**src/rtl/mips_pkg.sv**
```systemverilog
// mips_pkg: shared widths, ALU encodings and EX-slot helpers for the MIPS pipeline
package mips_pkg;
   localparam int DATA_W = 32;
   localparam int REG_W = 5;
   localparam int ALUC_W = 3;
   localparam int CNT_W = 16;
   typedef enum logic [ALUC_W-1:0] {
      ALU_AND = 3'b000,
      ALU_OR  = 3'b001,
      ALU_ADD = 3'b010,
      ALU_SUB = 3'b110,
      ALU_SLT = 3'b111
   } alu_op_t;
   typedef enum logic {EX_BUBBLE = 1'b0, EX_LOADED = 1'b1} ex_state_t;
   function automatic logic [CNT_W-1:0] sat_inc(input logic [CNT_W-1:0] v);
      return &v ? v : v + CNT_W'(1);
   endfunction
endpackage

```
**src/rtl/id_ex_register_if.sv**
```systemverilog
// id_ex_register_if: decode-side inputs, hazard controls and registered EX-side outputs
interface id_ex_register_if #(
   parameter int DATA_W = mips_pkg::DATA_W,
   parameter int REG_W  = mips_pkg::REG_W,
   parameter int ALUC_W = mips_pkg::ALUC_W
);
   logic              FlushE, StallE, ValidD;
   logic              RegWriteD, MemtoRegD, MemWriteD, ALUSrcD, RegDstD;
   logic [ALUC_W-1:0] ALUControlD;
   logic [DATA_W-1:0] RD1D, RD2D, SignImmD;
   logic [REG_W-1:0]  RsD, RtD, RdD;
   logic              ValidE;
   logic              RegWriteE, MemtoRegE, MemWriteE, ALUSrcE, RegDstE;
   logic [ALUC_W-1:0] ALUControlE;
   logic [DATA_W-1:0] RD1E, RD2E, SignImmE;
   logic [REG_W-1:0]  RsE, RtE, RdE;
   logic [15:0]       BubbleCount;
   modport master (
      output FlushE, StallE, ValidD, RegWriteD, MemtoRegD, MemWriteD, ALUSrcD, RegDstD,
             ALUControlD, RD1D, RD2D, SignImmD, RsD, RtD, RdD,
      input  ValidE, RegWriteE, MemtoRegE, MemWriteE, ALUSrcE, RegDstE,
             ALUControlE, RD1E, RD2E, SignImmE, RsE, RtE, RdE, BubbleCount
   );
   modport slave (
      input  FlushE, StallE, ValidD, RegWriteD, MemtoRegD, MemWriteD, ALUSrcD, RegDstD,
             ALUControlD, RD1D, RD2D, SignImmD, RsD, RtD, RdD,
      output ValidE, RegWriteE, MemtoRegE, MemWriteE, ALUSrcE, RegDstE,
             ALUControlE, RD1E, RD2E, SignImmE, RsE, RtE, RdE, BubbleCount
   );
endinterface

```
**src/rtl/pipe_reg_en_clr.sv**
```systemverilog
// pipe_reg_en_clr: width-parameterised register with synchronous clear and enable
module pipe_reg_en_clr #(
   parameter int W = 1
) (
   input  logic         clk,
   input  logic         rst,
   input  logic         en,
   input  logic         clr,
   input  logic [W-1:0] d,
   output logic [W-1:0] q
);
   logic [W-1:0] r_d, r_q;
   always_comb r_d = clr ? '0 : en ? d : r_q;
   always_ff @(posedge clk) begin
      if (rst) r_q <= '0;
      else r_q <= r_d;
   end
   assign q = r_q;
endmodule

```
**src/rtl/id_ex_register.sv**
```systemverilog
// id_ex_register: ID/EX pipeline register with flush, stall, valid gating and bubble counter
module id_ex_register #(
   parameter int DATA_W = mips_pkg::DATA_W,
   parameter int REG_W  = mips_pkg::REG_W,
   parameter int ALUC_W = mips_pkg::ALUC_W
) (
   input logic              clk,
   input logic              rst,
   id_ex_register_if.slave  bus
);
   import mips_pkg::*;
   localparam int CTRL_W = ALUC_W + 5;
   ex_state_t          state_d, state_q;
   logic [CNT_W-1:0]   cnt_d, cnt_q;
   logic [CTRL_W-1:0]  ctrl_d, ctrl_q;
   logic [3*DATA_W-1:0] data_q;
   logic [3*REG_W-1:0] idx_q;
   logic               load_en, bubble;
   always_comb begin
      load_en = ~bus.StallE;
      bubble  = bus.FlushE | (load_en & ~bus.ValidD);
      state_d = bus.FlushE ? EX_BUBBLE : !load_en ? state_q : bus.ValidD ? EX_LOADED : EX_BUBBLE;
      cnt_d   = bubble ? sat_inc(cnt_q) : cnt_q;
      ctrl_d  = bus.ValidD ? {bus.RegWriteD, bus.MemtoRegD, bus.MemWriteD, bus.ALUSrcD,
                              bus.RegDstD, bus.ALUControlD} : '0;
   end
   always_ff @(posedge clk) begin
      if (rst) begin
         state_q <= EX_BUBBLE;
         cnt_q   <= '0;
      end else begin
         state_q <= state_d;
         cnt_q   <= cnt_d;
      end
   end
   // Controls are pre-gated by ValidD so an invalid slot can never write state downstream
   pipe_reg_en_clr #(.W(CTRL_W)) u_ctrl (
      .clk(clk), .rst(rst), .en(load_en), .clr(bus.FlushE), .d(ctrl_d), .q(ctrl_q)
   );
   pipe_reg_en_clr #(.W(3*DATA_W)) u_data (
      .clk(clk), .rst(rst), .en(load_en), .clr(bus.FlushE),
      .d({bus.RD1D, bus.RD2D, bus.SignImmD}), .q(data_q)
   );
   pipe_reg_en_clr #(.W(3*REG_W)) u_idx (
      .clk(clk), .rst(rst), .en(load_en), .clr(bus.FlushE),
      .d({bus.RsD, bus.RtD, bus.RdD}), .q(idx_q)
   );
   assign bus.ValidE = state_q == EX_LOADED;
   assign {bus.RegWriteE, bus.MemtoRegE, bus.MemWriteE, bus.ALUSrcE, bus.RegDstE,
           bus.ALUControlE} = ctrl_q;
   assign {bus.RD1E, bus.RD2E, bus.SignImmE} = data_q;
   assign {bus.RsE, bus.RtE, bus.RdE} = idx_q;
   assign bus.BubbleCount = cnt_q;
endmodule

```
**src/flat_wrapper.sv**
```systemverilog
// flat-port wrapper written by rule: the top's interface ports become plain ports
module id_ex_register_flat import mips_pkg::*;
#(
   parameter int DATA_W = mips_pkg::DATA_W,
   parameter int REG_W  = mips_pkg::REG_W,
   parameter int ALUC_W = mips_pkg::ALUC_W
)
  (clk, rst, bus_FlushE, bus_StallE, bus_ValidD, bus_RegWriteD, bus_MemtoRegD, bus_MemWriteD, bus_ALUSrcD, bus_RegDstD, bus_ALUControlD, bus_RD1D, bus_RD2D, bus_SignImmD, bus_RsD, bus_RtD, bus_RdD, bus_ValidE, bus_RegWriteE, bus_MemtoRegE, bus_MemWriteE, bus_ALUSrcE, bus_RegDstE, bus_ALUControlE, bus_RD1E, bus_RD2E, bus_SignImmE, bus_RsE, bus_RtE, bus_RdE, bus_BubbleCount);
  id_ex_register_if #(.DATA_W(DATA_W), .REG_W(REG_W), .ALUC_W(ALUC_W)) bus_i ();
  input logic clk;
  input logic rst;
  input wire logic [$bits(bus_i.FlushE)-1:0] bus_FlushE;
  input wire logic [$bits(bus_i.StallE)-1:0] bus_StallE;
  input wire logic [$bits(bus_i.ValidD)-1:0] bus_ValidD;
  input wire logic [$bits(bus_i.RegWriteD)-1:0] bus_RegWriteD;
  input wire logic [$bits(bus_i.MemtoRegD)-1:0] bus_MemtoRegD;
  input wire logic [$bits(bus_i.MemWriteD)-1:0] bus_MemWriteD;
  input wire logic [$bits(bus_i.ALUSrcD)-1:0] bus_ALUSrcD;
  input wire logic [$bits(bus_i.RegDstD)-1:0] bus_RegDstD;
  input wire logic [$bits(bus_i.ALUControlD)-1:0] bus_ALUControlD;
  input wire logic [$bits(bus_i.RD1D)-1:0] bus_RD1D;
  input wire logic [$bits(bus_i.RD2D)-1:0] bus_RD2D;
  input wire logic [$bits(bus_i.SignImmD)-1:0] bus_SignImmD;
  input wire logic [$bits(bus_i.RsD)-1:0] bus_RsD;
  input wire logic [$bits(bus_i.RtD)-1:0] bus_RtD;
  input wire logic [$bits(bus_i.RdD)-1:0] bus_RdD;
  output wire logic [$bits(bus_i.ValidE)-1:0] bus_ValidE;
  output wire logic [$bits(bus_i.RegWriteE)-1:0] bus_RegWriteE;
  output wire logic [$bits(bus_i.MemtoRegE)-1:0] bus_MemtoRegE;
  output wire logic [$bits(bus_i.MemWriteE)-1:0] bus_MemWriteE;
  output wire logic [$bits(bus_i.ALUSrcE)-1:0] bus_ALUSrcE;
  output wire logic [$bits(bus_i.RegDstE)-1:0] bus_RegDstE;
  output wire logic [$bits(bus_i.ALUControlE)-1:0] bus_ALUControlE;
  output wire logic [$bits(bus_i.RD1E)-1:0] bus_RD1E;
  output wire logic [$bits(bus_i.RD2E)-1:0] bus_RD2E;
  output wire logic [$bits(bus_i.SignImmE)-1:0] bus_SignImmE;
  output wire logic [$bits(bus_i.RsE)-1:0] bus_RsE;
  output wire logic [$bits(bus_i.RtE)-1:0] bus_RtE;
  output wire logic [$bits(bus_i.RdE)-1:0] bus_RdE;
  output wire logic [$bits(bus_i.BubbleCount)-1:0] bus_BubbleCount;
  assign bus_i.FlushE = bus_FlushE;
  assign bus_i.StallE = bus_StallE;
  assign bus_i.ValidD = bus_ValidD;
  assign bus_i.RegWriteD = bus_RegWriteD;
  assign bus_i.MemtoRegD = bus_MemtoRegD;
  assign bus_i.MemWriteD = bus_MemWriteD;
  assign bus_i.ALUSrcD = bus_ALUSrcD;
  assign bus_i.RegDstD = bus_RegDstD;
  assign bus_i.ALUControlD = bus_ALUControlD;
  assign bus_i.RD1D = bus_RD1D;
  assign bus_i.RD2D = bus_RD2D;
  assign bus_i.SignImmD = bus_SignImmD;
  assign bus_i.RsD = bus_RsD;
  assign bus_i.RtD = bus_RtD;
  assign bus_i.RdD = bus_RdD;
  assign bus_ValidE = bus_i.ValidE;
  assign bus_RegWriteE = bus_i.RegWriteE;
  assign bus_MemtoRegE = bus_i.MemtoRegE;
  assign bus_MemWriteE = bus_i.MemWriteE;
  assign bus_ALUSrcE = bus_i.ALUSrcE;
  assign bus_RegDstE = bus_i.RegDstE;
  assign bus_ALUControlE = bus_i.ALUControlE;
  assign bus_RD1E = bus_i.RD1E;
  assign bus_RD2E = bus_i.RD2E;
  assign bus_SignImmE = bus_i.SignImmE;
  assign bus_RsE = bus_i.RsE;
  assign bus_RtE = bus_i.RtE;
  assign bus_RdE = bus_i.RdE;
  assign bus_BubbleCount = bus_i.BubbleCount;
  id_ex_register #(.DATA_W(DATA_W), .REG_W(REG_W), .ALUC_W(ALUC_W)) u_core (.clk(clk), .rst(rst), .bus(bus_i));
endmodule
```
**config.mk**
```make
export PLATFORM = sky130hd
export DESIGN_NAME = id_ex_register_flat
export DESIGN_NICKNAME = d
export VERILOG_FILES = /design/src/rtl/mips_pkg.sv /design/src/rtl/id_ex_register_if.sv /design/src/rtl/pipe_reg_en_clr.sv /design/src/rtl/id_ex_register.sv /design/src/flat_wrapper.sv
export SDC_FILE = /design/constraint.sdc
export NUM_CORES = 1
export LEC_CHECK = 0
export BUFFER_PORTS_ARGS = -buffer_cell sky130_fd_sc_hd__buf_4
export CORE_MARGIN = 2
export CORE_UTILIZATION = 40
export CTS_BUF_LIST = sky130_fd_sc_hd__clkbuf_8 sky130_fd_sc_hd__clkbuf_16
export DETAILED_ROUTE_END_ITERATION = 16
export GPL_ROUTABILITY_DRIVEN = 0
export PLACE_DENSITY = 0.73
export SLEW_MARGIN = 20
export SYNTH_ARGS = -nofsm -noshare
export SYNTH_HDL_FRONTEND = slang
export SYNTH_SLANG_ARGS = --single-unit
```
**constraint.sdc**
```tcl
create_clock -name clk -period 2.09 [get_ports clk]
set_input_delay 0.209 -clock clk [delete_from_list [all_inputs] [get_ports clk]]
set_output_delay 0.209 -clock clk [all_outputs]
set_load 0.01 [all_outputs]
```
Yosys cells after proc, flatten, opt, wreduce, memory -nomap -nowiden
Index checks and enable logic that the tools add are counted.
{"block": "word_totals", "out_inout_bits": 136, "latchBits": 0, "romBits": 0, "ramBits": 0, "wordCells": 16, "ff_bits": 136, "inputBits": 124, "n_memories": 0}
{"block": "op_classes", "n_shift": 0, "div": 0, "n_mux": 2, "multipliers": 0, "bitwise": 5, "n_eq_ne": 0, "magnitude_cmp": 0, "reduce_logical": 3, "addsub": 1}
{"operator": "$add A16 B1 Y16 const B", "count": 1}
{"operator": "$reduce_and A16 Y1", "count": 1}
{"operator": "$mux W8", "count": 1}
{"operator": "$not A1 Y1", "count": 3}
{"operator": "$reduce_and A2 Y1", "count": 1}
{"operator": "$reduce_or A2 Y1", "count": 1}
{"operator": "$and A1 B1 Y1", "count": 1}
{"operator": "$mux W1", "count": 1}
{"operator": "$or A1 B1 Y1", "count": 1}

Longest topological paths before layout
Gate-level depths: netlist of run 1.
{"block": "logic_depth", "word_depth": 4, "depth_mapped": 5, "depth_no_buf": 5}

Cells and area by module
A second synthesis of run 1 with hierarchy kept.
{"block": "unflattened", "hier_cells": 501, "hier_area_um2": 5255.0}
{"mod": "pipe_reg_en_clr at u_core.u_data", "area_each_um2": 3415.8, "cells_each": 311, "n_inst": 1, "seq_area_each_um2": 1921.8}
{"mod": "id_ex_register", "area_each_um2": 985.9, "cells_each": 113, "n_inst": 1, "seq_area_each_um2": 340.3}
{"mod": "pipe_reg_en_clr at u_core.u_idx", "area_each_um2": 558.0, "cells_each": 50, "n_inst": 1, "seq_area_each_um2": 300.3}
{"mod": "pipe_reg_en_clr at u_core.u_ctrl", "area_each_um2": 295.3, "cells_each": 27, "n_inst": 1, "seq_area_each_um2": 160.2}

Worst setup path after synthesis of run 1
OpenSTA, ideal clock, no wires.
{"block": "synth_timing", "path_type": "reg-to-reg", "from": "register u_core.cnt_q[0] (netlist: u_core.bus.BubbleCount[0])", "to": "register u_core.cnt_q[6] (netlist: u_core.bus.BubbleCount[6])", "setup_slack_ns": 0.361, "stages_incl_launch_ff": 6, "arrival_time_ns": 1.608, "t_required_ns": 1.969, "period_less_slack_ns": 1.729, "setup_ns": 0.121, "n_path_buf": 0, "cell_sequence": "dfxtp_1 -> ha_1 -> nand3_1 -> nand2b_1 -> a311oi_1 -> mux2_2"}
{"block": "synth_via", "elab_chain_cells": 3, "elab_cells_between_ends": 4, "cone_classes": "add/sub (1); bitwise (1); reduce/logical (2)"}
{"element": "from (decl)", "line": "id_ex_register.sv:14", "text": "logic [CNT_W-1:0] cnt_d, cnt_q;"}
{"element": "from (signal assigned)", "line": "id_ex_register.sv:33", "text": "cnt_q <= cnt_d;"}
{"element": "parallel branches: the longest is 3 deep, another holds $add A16 B1 Y16"}
Parallel ways; which one is timed is not known.
A chain may end at the register's enable or synchronous reset.

Worst setup path in the final report of run 1
Same ends and word-level chain as after synthesis.

==> metrics.cfg, run 1 <==
[yosys]
netlist_top_cells_area=dfxtp_1 54%, mux2i_1 22%, nor2_1 10%
synthDistinctLibCells=40
ys_seq_area_frac=0.536
syn_nets=616
syn_inst=491
ys.flop_type=dfxtp_1
synth.avg_cell_area_um2=10.3
synth_warnings=0
ys_ff_latch=136
async_flop_share=0
synth_top_cell_by_area=dfxtp_1
syn_area_um2=5080
synth_edf_count=0
yosysTopAreaCellShare=0.536

[layout]
final_nets=869
layout_commonest_cell=buf_4
area_growth_syn_to_layout_pct=53.3
mostFrequentLayoutCells=261 x buf_4, 136 x dfxtp_1, 135 x nor2_1, 114 x mux2i_1, 17 x clkbuf_16
fill_cells=1085
drive_gt1_frac=0.404
diodes=0

[floorplanning]
start_util=0.406
row_count=41
die_area_um2=13600
die_w_um=117
core-area_um2=12500
die_h_um=117
ioPinCount=260

[routing]
avgViaCountPerCell=4.86
dr.pass1.iters=5
wl_per_cell_um=14.7
ant_nets=0
drt_iter0_drc=220
route.detailed.drc=0
dr_total_vias=4517
wl_um=13700

[sta]
hold_viol_final=0
slew_viol_final=0
period_share=0.911
finalSetupViolations=0
period_minus_slack_ps=1910
max_slew_margin=0.373
tns_ps=0
fmax_mhz=525
max_slew.worst_pin.slew_ps=940
rsz0062_at_grt=no
skew_ps=6.41
holdWs_ps=30.3

[worst_setup_path]
crit_buf_inv=0
required_ps=2390
cpPeakStageDelay_ps=430
arrival_ps=2210
path_cells=ha_1 -> nand3_1 -> nand2b_1 -> a311oi_1 -> mux2_2
crit_slowest_cell=dfxtp_1
path_class=reg -> reg
crit_fanout=6
startpoint_type=flop
end_kind=flop
crit_family=flip-flops

[global_routing]
grt_util_all_layers=0.193
overflow=0
grt_pass1_wl_um=20500
grt_pass1_vias=4292
antenna_found_initial=0
grt_start_max_net_pins=65

[power_and_ir_drop]
seq_power_share=0.427
p_int_w=0.00498
pwr-share-clk=0.471
p_comb_frac=0.102
switching_share=0.220
ir_worst_vdd_mv=0.473
power_density_nw_per_um2=819
p_sw_w=0.00140
leakagePower_nw=3.78

[clock_network]
clkLatencyLatePin_ps=410
clk_pin_slew_ps=60
post_cts_buffers=0
clock-sinks=136
cts_buffers=17
cts_root_buf=clkbuf_16
tritoncts=done
postCtsResizedCells=0
htreeDepth=4
holdBufCountCts=0
ctsLongestPathBuffers=2

[flow_run]
drv_cap=0

[worst_hold_path]
hold_path.class=in -> reg

[placement]
port_buffers=259
dp_hpwl_um=10100

[status]
status=finished, final reports clean

-- power by group through the flow --
stage	logic [W]	clock network (W)	registers, W
floorplan	0.000267	0	0.00281
global placement	0.000643	0	0.00277
detailed placement	0.000658	0	0.00277
CTS	0.000661	0.00308	0.00272
global route	0.000706	0.00319	0.00273
finish	0.000653	0.00300	0.00272
-- metrics by stage --
step	cells	util	area (um^2)	total power [W]	setup WS [ps]
global route	929	0.622	7780	0.00663	73.1
detailed placement	897	0.573	7180	0.00343	243
global placement	897	0.573	7180	0.00341	310
CTS	929	0.622	7780	0.00646	213
finish	929	0.622	7780	0.00638	185
floorplan	491	-	5080	0.00307	361
-- worst reg2reg max path, cell delays in order, from the launching register on --
cell      delay (ps)
dfxtp_1          430
ha_1             300
nand3_1          200
nand2b_1         220
a311oi_1         290
mux2_2           360
-- layout make-up --
| class | instances | area, um^2 | area share |
|---|---|---|---|
| flip-flops and latches | 136 | 2720 | 0.350 |
| repair buffers | 264 | 2010 | 0.258 |
| inverters | 2 | 7.51 | 0.000964 |
| multi-input cells | 323 | 2220 | 0.285 |
| well taps | 172 | 215 | 0.0276 |
| clock buffers | 19 | 453 | 0.0582 |
| clock inverters | 13 | 153 | 0.0196 |
-- cell families after synthesis --
logic type / after synthesis / synth area share
muxes: 118 / 0.234
adders and majority gates: 1 / 0.00246
and+or+nand+nor: 177 / 0.159
buffers and inverters: 32 / 0.0266
DFF: 136 / 0.536
AOI/OAI and AO/OA: 27 / 0.0412
-- synth_stat cells, types with 5 or more instances --
cell type / count
buf_2: 12
dfxtp_1: 136
clkbuf_1: 17
nand3_1: 7
nor2_1: 135
a22oi_1: 8
nor2b_1: 5
mux2i_1: 114
nor3_1: 6
a21oi_1: 5
-- registers in the layout, summed over array words and instances (netlist names) --
register                count
u_core.u_idx.q             15
u_core.bus.ValidE           1
u_core.bus.BubbleCount     16
u_core.u_ctrl.q             8
u_core.u_data.q            96
-- worst paths after layout --
kind,startpoint,endpoint,slack (ps),cells past startpoint
worst min-delay path,bus_RD1D[25],u_core.u_data.q[89],30,3
worst max-delay path,u_core.bus.BubbleCount[0],u_core.bus.BubbleCount[6],180,5
worst min register to register,u_core.u_data.q[5],u_core.u_data.q[5],490,2
worst max register to register,u_core.bus.BubbleCount[0],u_core.bus.BubbleCount[6],180,5
-- per-layer routing --
metal,vias up,share of wire,track usage
li1,2202,-,-
met1,2108,0.38,0.208
met2,182,0.51,0.339
met3,25,0.083,0.0685
met4,0,0.022,0.0902
met5,-,0,0
Power figures use the tool's default switching activity.
==> run 2, diff against run 1 <==
--- a/config.mk
+++ b/config.mk
@@ -8,7 +8,7 @@
 export BUFFER_PORTS_ARGS = -buffer_cell sky130_fd_sc_hd__buf_4
 export CORE_MARGIN = 2
 export CORE_UTILIZATION = 40
-export CTS_BUF_LIST = sky130_fd_sc_hd__clkbuf_8 sky130_fd_sc_hd__clkbuf_16
+export CTS_BUF_LIST = sky130_fd_sc_hd__clkbuf_4 sky130_fd_sc_hd__clkbuf_8
 export DETAILED_ROUTE_END_ITERATION = 16
 export GPL_ROUTABILITY_DRIVEN = 0
 export PLACE_DENSITY = 0.73
==> metrics.cfg, run 2 (synthesized netlist as in run 1, its figures left out) <==
[placement]
dp_hpwl_um=10100  ; unchanged
dp_cells=897  ; unchanged
dpl_cell_area_um2=7180  ; unchanged
place_ws_ps=243  ; unchanged
port_buffers=259  ; unchanged

[layout]
area_growth_syn_to_layout_pct=70.8  ; was 53.3%
layout_commonest_cell=buf_4  ; unchanged
mostFrequentLayoutCells=261 x buf_4, 136 x dfxtp_1, 135 x nor2_1, 114 x mux2i_1, 108 x dlygate4sd3_1  ; was 261 x buf_4, 136 x dfxtp_1, 135 x nor2_1, 114 x mux2i_1, 17 x clkbuf_16
largest_reg_flops=96  ; unchanged
design_area_um2=8670  ; was 7780 um^2
final_nets=977  ; was 869
diodes=0  ; unchanged
drive_gt1_frac=0.354  ; was 0.404
final_cells=1037  ; was 929

[global_routing]
grt_util_all_layers=0.224  ; was 0.193
grt_start_max_net_pins=65  ; unchanged
grt_pass1_vias=4953  ; was 4292
overflow=0  ; unchanged
antenna_found_initial=0  ; unchanged
grt_pass1_wl_um=23700  ; was 20500 um

[sta]
timing.final.ws_setup_ps=194  ; was 185 ps
skew_ps=7.40  ; was 6.41 ps
max_slew_margin=0.379  ; was 0.373
fmax_mhz=527  ; was 525 MHz
period_share=0.907  ; was 0.911
period_minus_slack_ps=1900  ; was 1910 ps
tns_ps=0  ; unchanged
rsz0062_at_grt=no  ; unchanged
finalSetupViolations=0  ; unchanged
max_slew.worst_pin.slew_ps=931  ; was 940 ps
hold_viol_final=0  ; unchanged
slew_viol_final=0  ; unchanged

[clock_network]
tritoncts=done  ; unchanged
ctsLongestPathBuffers=2  ; unchanged
htreeDepth=4  ; unchanged
cts_buffers=17  ; unchanged
cts_root_buf=clkbuf_8  ; was clkbuf_16
clk_pin_slew_ps=80  ; was 60 ps
clkLatencyLatePin_ps=430  ; was 410 ps
clock-sinks=136  ; unchanged
post_cts_buffers=0  ; unchanged

[worst_setup_path]
path_class=reg -> reg  ; unchanged
r2r_cells=5  ; unchanged
worstReg2RegEnd=u_core.bus.BubbleCount[6]  ; unchanged
end_kind=flop  ; unchanged
required_ps=2420  ; was 2390 ps
crit_fanout=6  ; unchanged
arrival_ps=2230  ; was 2210 ps
startpoint_type=flop  ; unchanged
r2r-start=u_core.bus.BubbleCount[0]  ; unchanged
r2r_setup_slack_ps=190  ; was 180 ps

[status]
status=finished, final reports clean  ; unchanged

[worst_hold_path]
hp-start=bus_RD2D[20]  ; was bus_RD1D[25]
min_path_cells=3  ; unchanged
hold_path.class=in -> reg  ; unchanged
holdPathEnd=u_core.u_data.q[52]  ; was u_core.u_data.q[89]

[routing]
dr_total_vias=4976  ; was 4517
avgViaCountPerCell=4.80  ; was 4.86
wl_per_cell_um=15.3  ; was 14.7 um
wl_um=15800  ; was 13700 um
drt_iter0_drc=280  ; was 220
route.detailed.drc=0  ; unchanged
dr.pass1.iters=4  ; was 5
ant_nets=0  ; unchanged

[floorplanning]
start_util=0.406  ; unchanged
ioPinCount=260  ; unchanged
die_w_um=117  ; unchanged
die_h_um=117  ; unchanged
row_count=41  ; unchanged
core-area_um2=12500  ; unchanged
die_area_um2=13600  ; unchanged

[power_and_ir_drop]
finalPower_w=0.00579  ; was 0.00638 W
power_density_nw_per_um2=668  ; was 819 nW/um^2
ir_worst_vdd_mv=0.477  ; was 0.473 mV
leakagePower_nw=4.14  ; was 3.78 nW

[flow_run]
drv_cap=0  ; unchanged

-- run 2: cell count changes in the layout (fill, tap and decap cells not counted), sizes merged --
cell | previous run | this run
dlygate4sd3 | 0 | 108
-- run 2: how the worst max path moves through the flow --
stage	slack [ps]	cells after the start	to	from
floorplan	360	5	u_core.bus.BubbleCount[6]	u_core.bus.BubbleCount[0]
global placement	310	5	u_core.bus.BubbleCount[6]	u_core.bus.BubbleCount[0]
detailed placement	240	5	u_core.bus.BubbleCount[6]	u_core.bus.BubbleCount[0]
CTS	210	5	u_core.bus.BubbleCount[6]	u_core.bus.BubbleCount[0]
global route	70	5	u_core.bus.BubbleCount[6]	u_core.bus.BubbleCount[0]
finish	190	5	u_core.bus.BubbleCount[6]	u_core.bus.BubbleCount[0]
-- run 2: area by class of cell --
| class | count | area (um^2) |
|---|---|---|
| clock buffer | 19 | 262 |
| fill | 916 | 3840 |
| tap | 172 | 215 |
| timing repair buffer | 372 | 3090 |
| clock inverter | 13 | 153 |
| inverter | 2 | 7.51 |
| multi-input combinational | 323 | 2220 |
| sequential | 136 | 2720 |
-- run 2: worst max-delay path, stage by stage, from the launching register on --
cell and delay [ps]:
dfxtp_1 430, ha_1 300, nand3_1 200, nand2b_1 220, a311oi_1 290, mux2_2 360
-- run 2: layer usage --
layer,share of wire,vias up,global-route usage
li1,-,2409,-
met3,0.070,36,0.0685
met4,0.029,0,0.106
met2,0.52,195,0.416
met1,0.38,2336,0.230
met5,0,-,0
-- run 2: where the power goes --
part | switching (W) | leakage, nW | total, W | internal, W
registers | 0.0000490 | 1.11 | 0.00272 | 0.00267
clock network | 0.00100 | 0.211 | 0.00223 | 0.00123
logic | 0.000330 | 2.82 | 0.000836 | 0.000506
-- run 2: stage by stage --
step,hold slack [ps],utilization
after floorplan,353,-
after global placement,438,0.573
after detailed placement,446,0.573
after CTS,2.24,0.692
after global routing,5.31,0.693
final,28.0,0.693
-- run 2: repair_timing --
action / in CTS / in global routing
setup endpoints to repair: 0 / 0
gates resized for setup: 0 / 0
endpoints found under the hold margin: 107 / 1
hold buffers: 107 / 1
==> run 3, diff against run 2 <==
--- a/config.mk
+++ b/config.mk
@@ -6,7 +6,7 @@
 export NUM_CORES = 1
 export LEC_CHECK = 0
 export BUFFER_PORTS_ARGS = -buffer_cell sky130_fd_sc_hd__buf_4
-export CORE_MARGIN = 2
+export CORE_MARGIN = 5
 export CORE_UTILIZATION = 40
 export CTS_BUF_LIST = sky130_fd_sc_hd__clkbuf_4 sky130_fd_sc_hd__clkbuf_8
 export DETAILED_ROUTE_END_ITERATION = 16
==> metrics.cfg, run 3 (synthesized netlist as in run 1, its figures left out) <==
[status]
status=finished, final reports clean  ; unchanged

[layout]
seq_area_um2=2720  ; unchanged
drive_gt1_frac=0.354  ; about the same
area_growth_syn_to_layout_pct=71.8  ; was 70.8%
final_nets=974  ; was 977
multiInputGateArea_um2=2220  ; unchanged
mostFrequentLayoutCells=260 x buf_4, 136 x dfxtp_1, 135 x nor2_1, 114 x mux2i_1, 106 x dlygate4sd3_1  ; was 261 x buf_4, 136 x dfxtp_1, 135 x nor2_1, 114 x mux2i_1, 108 x dlygate4sd3_1
final_cells=1036  ; was 1037
fill_cells=926  ; was 916
layout_commonest_cell=buf_4  ; unchanged
largest_reg_flops=96  ; unchanged

[routing]
dr.pass1.iters=4  ; unchanged
wl_um=16600  ; was 15800 um
route.detailed.drc=0  ; unchanged
drt_iter0_drc=181  ; was 280
wl_per_cell_um=16.1  ; was 15.3 um
avgViaCountPerCell=4.79  ; was 4.80
ant_nets=0  ; unchanged
dr_total_vias=4964  ; was 4976

[clock_network]
cts_buffers=17  ; unchanged
clk_pin_slew_ps=80  ; about the same
ctsLongestPathBuffers=2  ; unchanged
post_cts_buffers=0  ; unchanged
clkLatencyLatePin_ps=430  ; about the same
cts_root_buf=clkbuf_8  ; unchanged
htreeDepth=4  ; unchanged
tritoncts=done  ; unchanged
clock-sinks=136  ; unchanged

[sta]
max_slew_margin=0.372  ; was 0.379
timing.final.ws_setup_ps=233  ; was 194 ps
finalSetupViolations=0  ; unchanged
skew_ps=2.84  ; was 7.40 ps
hold_viol_final=0  ; unchanged
fmax_mhz=538  ; was 527 MHz
rsz0062_at_grt=no  ; unchanged
slew_viol_final=0  ; unchanged
max_slew.worst_pin.slew_ps=941  ; was 931 ps
tns_ps=0  ; unchanged
period_minus_slack_ps=1860  ; was 1900 ps
period_share=0.889  ; was 0.907

[power_and_ir_drop]
finalPower_w=0.00615  ; was 0.00579 W
power_density_nw_per_um2=705  ; was 668 nW/um^2
leakagePower_nw=4.16  ; was 4.14 nW
ir_worst_vdd_mv=0.516  ; was 0.477 mV

[floorplanning]
ioPinCount=260  ; unchanged
core-area_um2=12500  ; unchanged
row_count=41  ; unchanged
start_util=0.406  ; unchanged
die_area_um2=15000  ; was 13600 um^2
die_h_um=123  ; was 117 um
die_w_um=123  ; was 117 um

[worst_hold_path]
hold_path.class=in -> reg  ; unchanged

[placement]
place_ws_ps=271  ; was 243 ps
dp_hpwl_um=10700  ; was 10100 um
dp_cells=896  ; was 897
port_buffers=259  ; unchanged

[global_routing]
overflow=0  ; unchanged
grt_start_max_net_pins=66  ; was 65
antenna_found_initial=1  ; was 0
grt_pass1_vias=5163  ; was 4953
grt_util_all_layers=0.215  ; was 0.224
grt_pass1_wl_um=25400  ; was 23700 um

[worst_setup_path]
path_cells=ha_1 -> nand3_1 -> nand2b_1 -> a311oi_1 -> mux2_2  ; unchanged
end_kind=flop  ; unchanged
startpoint_type=flop  ; unchanged
required_ps=2420  ; about the same
crit_slowest_cell=dfxtp_1  ; unchanged
arrival_ps=2180  ; was 2230 ps
path_class=reg -> reg  ; unchanged
cpPeakStageDelay_ps=410  ; was 430 ps
crit_fanout=6  ; unchanged

[flow_run]
drv_cap=0  ; unchanged

[run 3: cell count changes in the layout (fill, tap and decap cells not counted), sizes merged]
cell | before | now
bufinv | 3 | 6
dlygate4sd3 | 108 | 106
diode | 0 | 2
clkinv | 8 | 5
buf | 264 | 263
[run 3: per-layer routing]
layer,GRT usage,vias to the layer above,wire [um]
met1,0.225,2313,6150
met5,0,-,0
met4,0.104,0,537
met3,0.0719,42,1370
met2,0.384,205,8570
li1,-,2404,-
[run 3: critical path, delay by kind of cell, from the launching register on]
kind,cells,cell delay (ps)
compound gates,1,270
fa+ha+maj,1,300
flops,1,410
mux,1,360
simple gates,2,400
[run 3: layout make-up]
type	count	share of cell area
antenna	2	0.000574
multi-input combinational	323	0.255
timing repair buffer	369	0.351
sequential	136	0.312
inverter	2	0.000861
tap	172	0.0247
clock inverter	13	0.0257
clock buffer	19	0.0300
[run 3: path summary, 6_finish.rpt]
kind	start	end	slack, ps	depth (start not counted)
worst max-delay path	u_core.bus.BubbleCount[0]	u_core.bus.BubbleCount[6]	230	5
worst min-delay path	bus_SignImmD[12]	u_core.u_data.q[12]	20	3
worst max register to register	u_core.bus.BubbleCount[0]	u_core.bus.BubbleCount[6]	230	5
worst min register to register	u_core.u_data.q[47]	u_core.u_data.q[47]	500	2
[run 3: through the flow]
step                      instance area [um^2]  utilization  hold slack (ps)
final                                     8720        0.697             24.3
after global routing                      8720        0.697             17.3
after CTS                                 8720        0.696           0.0369
after detailed placement                  7170        0.573              445
after global placement                    7170        0.573              438
after floorplan                           5080            -              353
[run 3: where the power goes]
group          switching, W  internal (W)  leakage, nW
Sequential        0.0000488       0.00267         1.11
Clock               0.00100       0.00160        0.241
Combinational      0.000331      0.000503         2.81
[run 3: what timing repair did]
action / CTS / global route
gates resized for setup: 0 / 0
hold endpoints to repair: 106 / 0
hold buffers: 106 / 0
